===== config.mk =====
export PLATFORM = sky130hd
export DESIGN_NAME = calc_core
export DESIGN_NICKNAME = d
export VERILOG_FILES = /design/src/rtl/calc_core.sv
export SDC_FILE = /design/constraint.sdc
export NUM_CORES = 1
export LEC_CHECK = 0
export BUFFER_PORTS_ARGS = -buffer_cell sky130_fd_sc_hd__buf_2
export CORE_UTILIZATION = 25
export DETAILED_ROUTE_END_ITERATION = 8
export HOLD_SLACK_MARGIN = 0.08
export PLACE_DENSITY = 0.46
export SYNTH_ARGS = -nofsm -noshare
export SYNTH_HDL_FRONTEND = slang
export SYNTH_SLANG_ARGS = --single-unit

===== constraint.sdc =====
create_clock -name clk -period 3.35 [get_ports clk]
set_input_delay 0 -clock clk [delete_from_list [all_inputs] [get_ports clk]]
set_output_delay 0 -clock clk [all_outputs]
set_load 0.005 [all_outputs]

===== src/rtl/calc_core.sv =====
// Operand-entry and add/subtract controller for the remote-driven calculator.
// Collects nibble-wide digits into operands A and B and drives a registered display value.
module calc_core #(
  parameter int unsigned DIGITS = 1
) (
  input  logic                  clk,
  input  logic                  rst_n,
  input  logic                  en,
  input  logic                  in1Sel,
  input  logic                  in2Sel,
  input  logic                  resultSel,
  input  logic                  sub,
  input  logic                  digit_valid,
  input  logic [3:0]            digit,
  output logic [4*DIGITS-1:0]   display,
  output logic                  carry,
  output logic                  ovf,
  output logic                  result_valid,
  output logic [1:0]            state
);

  localparam int unsigned WIDTH = 4 * DIGITS;
  localparam int unsigned CW    = $clog2(DIGITS + 1);
  localparam logic [CW-1:0] CntMax = CW'(DIGITS);

  localparam logic [1:0] EnterA = 2'd0;
  localparam logic [1:0] EnterB = 2'd1;
  localparam logic [1:0] Result = 2'd2;

  logic [1:0]       state_q, state_d;
  logic [WIDTH-1:0] opa_q, opa_d, opb_q, opb_d, res_q, res_d, disp_q, disp_d;
  logic [CW-1:0]    cnt_a_q, cnt_a_d, cnt_b_q, cnt_b_d;
  logic             carry_q, carry_d, ovf_q, ovf_d, rv_q, rv_d;

  logic [WIDTH:0]   sum;
  logic [WIDTH-1:0] diff, calc;
  logic             calc_carry, calc_ovf;

  always_comb begin
    sum  = {1'b0, opa_q} + {1'b0, opb_q};
    diff = opa_q - opb_q;
    calc = sub ? diff : sum[WIDTH-1:0];
    if (sub) begin
      calc_carry = (opa_q < opb_q);
      calc_ovf   = (opa_q[WIDTH-1] != opb_q[WIDTH-1]) && (calc[WIDTH-1] != opa_q[WIDTH-1]);
    end else begin
      calc_carry = sum[WIDTH];
      calc_ovf   = (opa_q[WIDTH-1] == opb_q[WIDTH-1]) && (calc[WIDTH-1] != opa_q[WIDTH-1]);
    end
  end

  always_comb begin
    state_d = state_q;
    opa_d   = opa_q;
    opb_d   = opb_q;
    res_d   = res_q;
    disp_d  = disp_q;
    cnt_a_d = cnt_a_q;
    cnt_b_d = cnt_b_q;
    carry_d = carry_q;
    ovf_d   = ovf_q;
    rv_d    = rv_q;
    if (en) begin
      // Any asserted select consumes the cycle, so a coincident digit is dropped.
      if (in1Sel) begin
        state_d = EnterA;
        if (state_q == Result) begin
          opa_d   = '0;
          opb_d   = '0;
          cnt_a_d = '0;
          cnt_b_d = '0;
          carry_d = 1'b0;
          ovf_d   = 1'b0;
        end
      end else if (in2Sel) begin
        state_d = EnterB;
      end else if (resultSel) begin
        state_d = Result;
        res_d   = calc;
        carry_d = calc_carry;
        ovf_d   = calc_ovf;
      end else begin
        case (state_q)
          EnterA: if (digit_valid && (cnt_a_q < CntMax)) begin
            opa_d   = WIDTH'({opa_q, digit});
            cnt_a_d = cnt_a_q + 1'b1;
          end
          EnterB: if (digit_valid && (cnt_b_q < CntMax)) begin
            opb_d   = WIDTH'({opb_q, digit});
            cnt_b_d = cnt_b_q + 1'b1;
          end
          Result:  ;
          default: state_d = EnterA;
        endcase
      end

      // Display trails the register it mirrors by one cycle.
      case (state_q)
        EnterA:  disp_d = opa_q;
        EnterB:  disp_d = opb_q;
        Result:  disp_d = res_q;
        default: disp_d = disp_q;
      endcase
      rv_d = (state_q == Result) && (state_d == Result);
    end
  end

  always_ff @(posedge clk or negedge rst_n) begin
    if (!rst_n) begin
      state_q <= EnterA;
      opa_q   <= '0;
      opb_q   <= '0;
      res_q   <= '0;
      disp_q  <= '0;
      cnt_a_q <= '0;
      cnt_b_q <= '0;
      carry_q <= 1'b0;
      ovf_q   <= 1'b0;
      rv_q    <= 1'b0;
    end else begin
      state_q <= state_d;
      opa_q   <= opa_d;
      opb_q   <= opb_d;
      res_q   <= res_d;
      disp_q  <= disp_d;
      cnt_a_q <= cnt_a_d;
      cnt_b_q <= cnt_b_d;
      carry_q <= carry_d;
      ovf_q   <= ovf_d;
      rv_q    <= rv_d;
    end
  end

  assign display      = disp_q;
  assign carry        = carry_q;
  assign ovf          = ovf_q;
  assign result_valid = rv_q;
  assign state        = state_q;

endmodule

# ---- After elaboration in Yosys (flattened, before gate mapping)
# Cells that the tools add are included.
dict set report op_classes {
  reduce_logical 18
  n_mux 37
  eq_ne 9
  bitwise_logic 2
  n_addsub 4
  magnitude_cmp 3
}
# operator n
set ops {}
lappend ops {{$mux W4} 12}
lappend ops {{$mux W1} 19}
lappend ops {{$pmux W4 S3} 1}
lappend ops {{$reduce_and A6 Y1} 2}
lappend ops {{$mux W2} 5}
lappend ops {{$reduce_bool A2 Y1} 5}
lappend ops {{$reduce_and A4 Y1} 2}
lappend ops {{$add A4 B4 Y5} 1}
lappend ops {{$logic_and A1 B1 Y1} 5}
lappend ops {{$eq A2 B2 Y1 const B} 2}
lappend ops {{$lt A4 B4 Y1} 1}
lappend ops {{$ne A2 B2 Y1 const B} 2}
lappend ops {{$sub A4 B4 Y4} 1}
lappend ops {{$reduce_bool A3 Y1} 1}
lappend ops {{$reduce_or A3 Y1} 1}
lappend ops {{$add A1 B1 Y1 const B} 2}
lappend ops {{$eq A2 B1 Y1 const B} 1}
lappend ops {{$logic_not A2 Y1} 1}
lappend ops {{$lt A1 B1 Y1 const B} 2}
lappend ops {{$ne A1 B1 Y1} 2}
lappend ops {{$ne A2 B1 Y1 const B} 1}
lappend ops {{$not A1 Y1} 2}
lappend ops {{$reduce_and A2 Y1} 1}
lappend ops {{$eq A1 B1 Y1} 1}
dict set report word_totals {
  elab_cells 83
  regBits 23
  in_bits 12
  out_inout_bits 9
}

# ---- Longest topological paths before layout
dict set report depth {
  depth_word 9
  depth_mapped 8
  depth_no_buf 7
}

# ---- Worst setup path before layout
# No wires, ideal clock.
dict set report synth_timing {
  path_kind {reg-to-reg}
  from {register opb_q[2]}
  to {register ovf_q, in the netlist ovf}
  n_path_buf 0
  setup_time_ns 0.121
  path_slack_ns 1.501
  stages_incl_launch_ff 8
  t_required_ns 3.229
  synth_period_minus_slack_ns 1.849
  arrival_time_ns 1.728
  path_cell_list {dfrtp_1 > inv_1 > ha_1 > inv_2 > a221oi_2 > nor4bb_1 > or3_1 > a22o_1}
}
dict set report synth_via {
  elab_chain_cells 8
  word_cells_on_any_way 10
  classes_between {add/sub: 2; eq/ne: 1; mux: 5; reduce/logical: 2}
}
# element line_no
set synth_rtl {}
lappend synth_rtl {{start: declaration} 31} ;# logic [WIDTH-1:0] opa_q, opa_d, opb_q, opb_d, res_q, res_d, disp_q, disp_d;
lappend synth_rtl {{start signal: assignment} 123} ;# opb_q <= opb_d;
lappend synth_rtl {{$add A4 B4 Y5 or $sub A4 B4 Y4 (tied branches)} {40, 41}}
lappend synth_rtl {{$mux W4 (*)} 42} ;# calc = sub ? diff : sum[WIDTH-1:0];
lappend synth_rtl {{$ne A1 B1 Y1 (*)} {45, 48}}
lappend synth_rtl {{$logic_and A1 B1 Y1, on equally long branches} {48, 45}}
lappend synth_rtl {{$mux W1 (*)} 43} ;# if (sub) begin
lappend synth_rtl {{$mux W1 (*)} 77} ;# end else if (resultSel) begin
lappend synth_rtl {{$mux W1 (*)} 75} ;# end else if (in2Sel) begin
lappend synth_rtl {{$mux W1 (*)} 65} ;# if (in1Sel) begin
lappend synth_rtl {{end signal: assignment} 129} ;# ovf_q <= ovf_d;
lappend synth_rtl {{end: declaration} 33} ;# logic carry_q, carry_d, ovf_q, ovf_d, rv_q, rv_d;
# Mark *: on every way between the ends. The rest lies on a longest branch, timed or not. The select of a mux whose other input is x is not followed.
# A chain may end at the register's enable or synchronous reset.

# ---- Worst setup path in the final report
dict set report layout_timing {
  from {register opb_q[1]}
  to {register ovf_q, in the netlist ovf}
}
# Same word-level chain as after synthesis.

==> impl_metrics.py <==
metrics = {
    "power_and_ir_drop": {
        "power.total_w": 0.0008277,
        "irDropWorstVdd_mv": 0.1482,
        "power_frac_clock_pct": 22.3,
        "seq_power_share_pct": 47.5,
        "switchingPower_w": 0.0002875,
        "power.leakage_nw": 0.8187,
        "p_int_w": 0.0005401,
        "p_sw_share_pct": 34.74,
        "power_density_nw_per_um2": 483.2,
        "pwr-share-comb_pct": 30.2,
    },
    "timing": {
        "hold_viol": 0,
        "slew_violations": 0,
        "max_freq_ghz": 0.4893,
        "finalClockSkew_ns": 0.003556,
        "fin_crit_ns": 2.044,
        "setup_viol": 0,
        "relSlewSlack_pct": 64.66,
        "worst_pin_slew_ns": 0.5301,
        "finalCritPeriodShare_pct": 61.00,
        "rsz0062_at_grt": "no",
        "setup_tns_ns": 0,
    },
    "worst_setup_path": {
        "rr_worst_depth": 7,
        "critPathLaunchType": "flip-flop",
        "crit_slowest_cell": "dfrtp_1",
        "worstPathMaxFanout": 7,
        "max_stage_delay_ns": 0.55,
        "r2r_end": "ovf",
        "path_class": "flip-flop to flip-flop",
        "crit_family": "flip-flops",
        "rr_startpoint": "opb_q[1]",
        "arrival_ns": 2.21,
        "required_ns": 3.52,
        "critPathCaptureType": "flip-flop",
        "crit_chain": "inv_1, ha_1, nor2_1, a221oi_2, nor4bb_1, or3_1, a22o_1",
        "rrSetupSlack_ns": 1.31,
        "path_buf_inv": 1,
    },
    "synth": {
        "ys_top_cells_by_count": "23 x dfrtp_1, 21 x nand2_1, 19 x o21ai_0",
        "yosysTopAreaCell": "dfrtp_1",
        "synthMuxAreaShare_pct": 1.397,
        "synthTopCellsByArea": "dfrtp_1 40%, ha_1 12%, o21ai_0 6.6%",
        "synth_top_family_by_area": "compound AO/OA/AOI/OAI gates",
        "yosysMostFrequentCell": "dfrtp_1",
        "syn_nets": 184,
        "synth_compound_area_share_pct": 20.26,
        "synth-simple-area-share_pct": 16.94,
        "synth-xor-area-share_pct": 1.223,
        "seq_area_frac_synth_pct": 40.17,
        "synth_area_sq_um": 1433,
        "ys.flop_type": "dfrtp_1",
        "synthesis.instances": 156,
        "avgSynthCellArea_sq_um": 9.183,
        "synth.top_cell.area_share_pct": 40.17,
        "async_reset_ff_share_pct": 100.0,
        "synth-edff-count": 0,
        "yosys.area_share.adder_pct": 15.02,
        "synth-seq-cells": 23,
        "synth_warnings": 0,
        "ys_types": 34,
    },
    "layout": {
        "syn_to_final_growth_pct": 19.56,
        "drive_gt1_share_pct": 14.29,
        "final_util_pct": 31.11,
        "n_antenna_cell": 0,
        "final_nets": 211,
    },
    "clock_network": {
        "path_clk_slew_ns": 0.09,
        "ctsRootBufferMaster": "clkbuf_8",
        "cts_htree_levels": 1,
        "tritoncts": "built",
        "cts_buffers": 3,
        "clkLatencyLatePin_ns": 0.27,
        "cts_num_sinks": 23,
        "clk_path_buf_depth": 2,
    },
    "global_route": {
        "grt_max_degree": 24,
        "overflow": 0,
        "grt_usage_pct": 12.43,
        "grt_antenna_before_repair": 0,
        "grt_pass1_wl_microns": 5775,
        "grt_pass1_vias": 1142,
    },
    "routing": {
        "drc": 0,
        "vias": 1159,
        "drtPass1Iterations": 4,
        "drtIter0Drc": 70,
        "wl_per_cell_microns": 13.19,
        "vias_per_cell": 4.563,
        "drt-total-wl_microns": 3349,
        "postRouteAntennaNets": 0,
    },
    "die": {
        "num_rows": 27,
        "pin_count": 21,
        "die_x_microns": 77.70,
        "dieArea_sq_um": 6037,
        "initial_core_util_pct": 26.02,
        "die_h_microns": 77.70,
        "core_area_sq_um": 5507,
    },
    "place": {
        "io_buffers": 20,
        "place.gp.congestion": 0.7721,
        "dp_hpwl_microns": 2516,
    },
    "min_path": {
        "hp-start": "in2Sel",
        "min_to": "state[1]",
        "hp-class": "input port to flip-flop",
        "whs_path_depth": 4,
    },
    "status": {
        "status": "completed",
    },
    "flow_run": {
        "maxCapViolations": 0,
    },
}
final cells by class:
| cell class | count | area [sq um] |
|---|---|---|
| timing repair buffer | 27 | 170.2 |
| tap | 72 | 90.09 |
| multi-input combinational | 116 | 785.8 |
| sequential | 23 | 575.6 |
| fill | 584 | 3794 |
| clock inverter | 1 | 5.005 |
| clock buffer | 3 | 41.29 |
| inverter | 12 | 45.04 |
timing repair:
item                      in CTS  in global routing
hold buffers                   7                  0
hold endpoints to repair      33                  0
setup buffers                  0                  0
resized for setup              0                  0
worst min-delay path, cell delays in order:
cell	delay, ns
buf_2	0.11
nor2_1	0.07
nand2_1	0.09
o22ai_1	0.06
power groups by stage:
stage	registers, W	clock network, W	logic [W]
final	0.000393	0.000184	0.000250
after detailed placement	0.000401	0	0.000245
after CTS	0.000395	0.000190	0.000252
after floorplan	0.000383	0	0.000172
after global placement	0.000402	0	0.000246
after global routing	0.000404	0.000204	0.000290
sequential cells by signal (all words and copies together) (netlist names):
register	cells
cnt_a_q	1
opa_q	4
res_q	4
display	4
result_valid	1
ovf	1
state	2
carry	1
cnt_b_q	1
opb_q	4
per-layer routing:
| layer | track usage [%] | vias to the layer above | part of all wire [%] |
|---|---|---|---|
| met5 | 0 | - | 0 |
| met4 | 4.906 | 0 | 1.2 |
| met2 | 19.20 | 26 | 43 |
| li1 | - | 595 | - |
| met3 | 1.882 | 4 | 2.9 |
| met1 | 17.31 | 534 | 52 |
cells by family after synthesis:
| logic type | count (synthesis) |
|---|---|
| DFF | 23 |
| and+or+nand+nor | 50 |
| muxes | 2 |
| AOI/OAI and AO/OA | 46 |
| adders and majority gates | 16 |
| xor gates and xnor gates | 2 |
| buffers and inverters | 17 |
metrics by stage:
stage	setup WS [ns]	hold slack (ns)	cells	area, sq um
floorplan	1.501	-0.2956	156	1433
global placement	1.333	0.02584	243	1597
detailed placement	1.345	0.02251	243	1597
CTS	1.329	0.08786	254	1713
global route	1.150	0.09655	254	1713
finish	1.306	0.09622	254	1713
worst max-delay path by stage:
stage / end / slack (ns) / start / cells past startpoint
final: ovf / 1.31 / opb_q[1] / 7
after detailed placement: ovf / 1.35 / opb_q[2] / 7
after global placement: ovf / 1.33 / opb_q[1] / 7
after CTS: ovf / 1.33 / opb_q[2] / 7
after global routing: cnt_a_q / 1.15 / state[0] / 7
after floorplan: ovf / 1.50 / opb_q[2] / 7
layout by cell type, fill, tap and decap left out, types with 3 or more instances in the layout:
cell type / n
dfrtp_1: 23
a21o_1: 4
a22oi_1: 6
buf_2: 20
dlygate4sd3_1: 7
a21oi_1: 7
inv_1: 11
nor2_1: 11
o21ai_0: 19
ha_1: 14
nand2_1: 21
nor3_1: 4
nand3b_1: 4
clkbuf_8: 3
(Power assumes the default switching activity.)
